File: src/rtl/alu_op_sequencer.sv
// Issue-side ALU sequencer: register file plus carry flag. It snapshots operands into the ALU,
// waits ALU_LATENCY edges, then writes acc/cout back and pulses done_o for one cycle.
module alu_op_sequencer #(
   parameter int unsigned REG_WIDTH   = 16,
   parameter int unsigned NUM_REGS    = 4,
   parameter int unsigned REG_ADDR_W  = $clog2(NUM_REGS),
   parameter int unsigned ALU_LATENCY = 1
) (
   input  logic                  clk,
   input  logic                  reset_n,
   input  logic                  op_valid_i,
   output logic                  op_ready_o,
   input  logic [3:0]            op_instr_i,
   input  logic [REG_ADDR_W-1:0] op_dst_i,
   input  logic [REG_ADDR_W-1:0] op_srca_i,
   input  logic [REG_ADDR_W-1:0] op_srcb_i,
   input  logic                  op_usec_i,
   input  logic                  ld_valid_i,
   input  logic [REG_ADDR_W-1:0] ld_addr_i,
   input  logic [REG_WIDTH-1:0]  ld_data_i,
   output logic                  ld_ready_o,
   input  logic [REG_ADDR_W-1:0] rd_addr_i,
   output logic [REG_WIDTH-1:0]  rd_data_o,
   output logic                  carry_o,
   output logic                  done_o,
   output logic [3:0]            alu_instr_o,
   output logic [REG_WIDTH-1:0]  alu_a_o,
   output logic [REG_WIDTH-1:0]  alu_b_o,
   output logic                  alu_cin_o,
   input  logic [REG_WIDTH-1:0]  alu_acc_i,
   input  logic                  alu_cout_i
);

   localparam int unsigned CNT_W = (ALU_LATENCY < 1) ? 1 : $clog2(ALU_LATENCY + 1);

   typedef enum logic [0:0] {IDLE, EXEC} state_e;

   state_e                              state_q, state_d;
   logic [NUM_REGS-1:0][REG_WIDTH-1:0]  regs_q, regs_d;
   logic                                carry_q, carry_d;
   logic                                done_q, done_d;
   logic [3:0]                          instr_q, instr_d;
   logic [REG_WIDTH-1:0]                a_q, a_d;
   logic [REG_WIDTH-1:0]                b_q, b_d;
   logic                                cin_q, cin_d;
   logic [REG_ADDR_W-1:0]               dst_q, dst_d;
   logic [CNT_W-1:0]                    cnt_q, cnt_d;

   // State and datapath registers; reset drops any in-flight op without writeback
   always_ff @(posedge clk or negedge reset_n) begin
      if (!reset_n) begin
         state_q <= IDLE;
         regs_q  <= '0;
         carry_q <= 1'b0;
         done_q  <= 1'b0;
         instr_q <= '0;
         a_q     <= '0;
         b_q     <= '0;
         cin_q   <= 1'b0;
         dst_q   <= '0;
         cnt_q   <= '0;
      end else begin
         state_q <= state_d;
         regs_q  <= regs_d;
         carry_q <= carry_d;
         done_q  <= done_d;
         instr_q <= instr_d;
         a_q     <= a_d;
         b_q     <= b_d;
         cin_q   <= cin_d;
         dst_q   <= dst_d;
         cnt_q   <= cnt_d;
      end
   end

   // Next-state: a load beats an op in IDLE; EXEC holds ALU inputs until writeback
   always_comb begin
      state_d    = state_q;
      regs_d     = regs_q;
      carry_d    = carry_q;
      done_d     = 1'b0;
      instr_d    = instr_q;
      a_d        = a_q;
      b_d        = b_q;
      cin_d      = cin_q;
      dst_d      = dst_q;
      cnt_d      = cnt_q;
      op_ready_o = 1'b0;
      ld_ready_o = 1'b0;

      case (state_q)
         IDLE: begin
            ld_ready_o = 1'b1;
            op_ready_o = !ld_valid_i;
            if (ld_valid_i) begin
               regs_d[ld_addr_i] = ld_data_i;
            end else if (op_valid_i) begin
               instr_d = op_instr_i;
               a_d     = regs_q[op_srca_i];
               b_d     = regs_q[op_srcb_i];
               cin_d   = op_usec_i & carry_q;
               dst_d   = op_dst_i;
               cnt_d   = '0;
               state_d = EXEC;
            end
         end
         EXEC: begin
            if (cnt_q == CNT_W'(ALU_LATENCY)) begin
               regs_d[dst_q] = alu_acc_i;
               carry_d       = alu_cout_i;
               done_d        = 1'b1;
               state_d       = IDLE;
            end else begin
               cnt_d = cnt_q + CNT_W'(1);
            end
         end
         default: state_d = IDLE;
      endcase
   end

   assign rd_data_o   = regs_q[rd_addr_i];
   assign carry_o     = carry_q;
   assign done_o      = done_q;
   assign alu_instr_o = instr_q;
   assign alu_a_o     = a_q;
   assign alu_b_o     = b_q;
   assign alu_cin_o   = cin_q;

endmodule

File: config.mk
export PLATFORM = sky130hd
export DESIGN_NAME = alu_op_sequencer
export DESIGN_NICKNAME = d
export VERILOG_FILES = /design/src/rtl/alu_op_sequencer.sv
export SDC_FILE = /design/constraint.sdc
export NUM_CORES = 1
export LEC_CHECK = 0
export BUFFER_PORTS_ARGS = -buffer_cell sky130_fd_sc_hd__buf_2
export CAP_MARGIN = 20
export CORE_MARGIN = 2
export CORE_UTILIZATION = 55
export CTS_CLUSTER_SIZE = 40
export DETAILED_ROUTE_END_ITERATION = 10
export PLACE_DENSITY = 0.79
export SETUP_SLACK_MARGIN = 0.05
export SYNTH_ARGS = -nofsm -noshare
export SYNTH_HDL_FRONTEND = slang
export SYNTH_SLANG_ARGS = --single-unit
File: constraint.sdc
create_clock -name clk -period 3.9 [get_ports clk]
set_clock_uncertainty 0.2 [all_clocks]
set_input_delay 0.585 -clock clk [delete_from_list [all_inputs] [get_ports clk]]
set_output_delay 0.585 -clock clk [all_outputs]
set_load 0.02 [all_outputs]
==> qor.csv <==
stage,metric,value,unit
cells_and_area,Post-Layout Cell Count,686,
drt,Initial DRT Pass Iterations,5,
setup_path,CP endpoint kind,primary output,
setup_path,CP bufs+invs,2,
sta,Period minus WS final,2.66,ns
logic_synthesis,library cells used by synthesis,30,
sta,worst slew pin tran,0.867,ns
setup_path,worst path arrival time,1.88,ns
min_path,Hold Crit Class,in2async,
setup_path,reg2reg end,regs_q[4],
sta,Setup-failing EPs final,0,
global_route,GRT overflow,0,
logic_synthesis,Ys Warns,0,
cells_and_area,Fillers,799,
sta,setup_tns,0,ns
outcome,status,"finished, final reports clean",
setup_path,crit-path cells,buf_2 > mux4_2 > buf_2,
drt,number of vias per cell,6.78,
run,max cap viols,0,
setup_path,max incr delay on CP,0.60,ns
clocking,CTS tree,yes,
clocking,clock sink count,107,
logic_synthesis,mean area per synthesized cell,13.0,um2
die,die height,107,um
clocking,Num CTS Buffers,9,
logic_synthesis,most frequent cells after synthesis,"107 x dfrtp_1, 67 x nand2_1, 64 x o21ai_0",
drt,"wirelength, routed",16400,um
setup_path,Crit path top cell by count,buf_2,
placed_design,placed wire-length estimate,10500,um
cells_and_area,area occupied by multi-input gates,2940,um2
logic_synthesis,Post-synth ARST share,100,%
global_route,initial antenna violation count,0,
clocking,Max clock buf depth,2,
clocking,later-pin clock latency in the skew report,0.37,ns
logic_synthesis,post-synthesis cell area,5810,um2
clocking,"Reg clk slew, reported paths",0.11,ns
global_route,grt met1 use,40.3,%
global_route,met3 usage,4.86,%
setup_path,crit path max fanout,16,
sta,fin. max-slew vios,0,
pwr,pwr dens,778,nW/um2
clocking,post-CTS setup repair buffer count,0,
cells_and_area,register area,2680,um2
logic_synthesis,cell accounting for the most synthesized area,dfrtp_1,
placed_design,placed insts,670,
global_route,first-pass GRT wire length,26000,um
setup_path,R2R Setup Slk,1.38,ns
logic_synthesis,share of Yosys cell area claimed by the top area cell type,46.1,%
setup_path,class of the most critical setup path,in2out,
global_route,GRT busiest layer,met2,
logic_synthesis,post-synthesis sequential area ratio,46.1,%
clocking,Post-CTS Hold Buffers,0,
cells_and_area,number of inserted diodes,0,
cells_and_area,nets,597,
setup_path,Worst EP required,3.12,ns
drt,drt drc,0,
setup_path,startpoint class of the critical path,input pin,
die,core area,10300,um2
cells_and_area,synth-to-layout area growth,14.9,%
sta,final period utilization,68.2,%
pwr,Leak,2.81,nW
logic_synthesis,main area contributors after synthesis,"dfrtp_1 46%, mux4_2 19%, a2bb2oi_1 8.1%",
die,Initial Util,56.5,%
pwr,Worst IR Drop VDD,0.000374,V
sta,unrepaired setup endpoints after global routing,no,
drt,total number of vias,4654,
die,die area,11400,um2
drt,1st-iter DRT viols,440,
setup_path,R2R depth,3,
cells_and_area,ratio of cells with drive above 1 in the final layout,44.4,%
placed_design,PortBufs,108,
sta,final count of hold timing violations,0,
clocking,H-tree depth,3,
placed_design,Routability Congestion,0.803,
clocking,Root Buffer,clkbuf_8,
sta,Fmax achieved,376,MHz
die,row count,37,
global_route,vias in the first global route,4824,
global_route,grt met2 use,49.2,%
logic_synthesis,top_reg_cell synth,dfrtp_1,
setup_path,Worst R2R Start,state_q,
setup_path,crit path max-delay cell type,mux4_2,
setup_path,cell family with most CP delay,buffers and inverters,
drt,post-route ant nets,0,
logic_synthesis,synthesized net count,499,
drt,Wirelength per Cell,23.9,um
sta,Rel. slew slack,42.2,%
clocking,CTS resizes,0,
die,die width,107,um
logic_synthesis,"FF+latch count, synth",107,
logic_synthesis,number of flops mapped to enable cells by yosys,0,
die,# IOs,109,
logic_synthesis,most numerous cell in the Yosys netlist,dfrtp_1,
global_route,largest net degree at the start of global routing,52,
global_route,Total GRT Usage,30.1,%
logic_synthesis,synthesized instance count,447,
power by group:
group | switching [mW] | internal (mW) | leakage (nW)
Sequential | 0.551 | 1.66 | 1.24
Combinational | 1.00 | 1.19 | 1.46
Clock | 0.399 | 0.399 | 0.112
per-stage QoR:
| step | instance area (um2) | power [mW] | hold slack (ns) | setup WS [ns] | utilization (%) |
|---|---|---|---|---|---|
| final | 6680 | 5.20 | 0.0256 | 1.24 | 65.0 |
| after global routing | 6680 | 5.45 | 0.0699 | 1.14 | 65.0 |
| after CTS | 6680 | 5.18 | 0.0556 | 1.21 | 65.0 |
| after detailed placement | 6440 | 4.39 | 0.291 | 1.18 | 62.7 |
| after global placement | 6440 | 4.28 | 0.283 | 1.26 | 62.7 |
| after floorplan | 5810 | 3.68 | 0.0894 | 1.40 | - |
state kept, by name, indices dropped and copies added (netlist names):
register / cells
regs_q: 64
alu_cin_o: 1
alu_b_o: 16
alu_instr_o: 4
carry_o: 1
cnt_q: 1
done_o: 1
state_q: 1
dst_q: 2
alu_a_o: 16
cells by family after synthesis:
family	Yosys count	share of synthesized area, %
AOI/OAI and AO/OA	131	16.5
buffers and inverters	38	3.51
DFF	107	46.1
muxes	87	26.2
and+or+nand+nor	84	7.73
layout make-up:
| type | count | share of cell area, % |
|---|---|---|
| Multi-Input combinational cell | 302 | 44.0 |
| Clock buffer | 11 | 2.27 |
| Clock inverter | 5 | 1.26 |
| Timing Repair Buffer | 122 | 9.70 |
| Inverter | 3 | 0.169 |
| Tap cell | 136 | 2.55 |
| Sequential cell | 107 | 40.1 |
layout by cell type (no fill, tap or decap), drive strengths merged, types with 4 or more instances in the layout:
cell,n
inv,4
clkbuf,11
mux4,48
o21ai,65
buf,122
mux2,39
dfrtp,107
nand2,68
a2bb2oi,64
how the worst max path moves through the flow:
| stage | start | to | slack, ns | cells past startpoint |
|---|---|---|---|---|
| finish | rd_addr_i[0] | rd_data_o[5] | 1.24 | 3 |
| global route | rd_addr_i[0] | rd_data_o[5] | 1.14 | 3 |
| CTS | rd_addr_i[0] | rd_data_o[5] | 1.21 | 3 |
| detailed placement | rd_addr_i[0] | rd_data_o[15] | 1.18 | 3 |
| global placement | rd_addr_i[0] | rd_data_o[12] | 1.26 | 3 |
| floorplan | rd_addr_i[0] | rd_data_o[10] | 1.40 | 3 |
worst reg2reg max path: stages (launching register included):
cell and delay, ns:
dfrtp_1 0.65, or4b_1 0.99, nand2_4 0.41, a2bb2oi_1 0.20
routing by layer:
layer / wire (um) / up-vias
met2: 8260 / 287
met1: 6430 / 2405
met3: 1370 / 40
met5: 0 / -
li1: - / 1922
met4: 315 / 0
(Power assumes the default switching activity.)
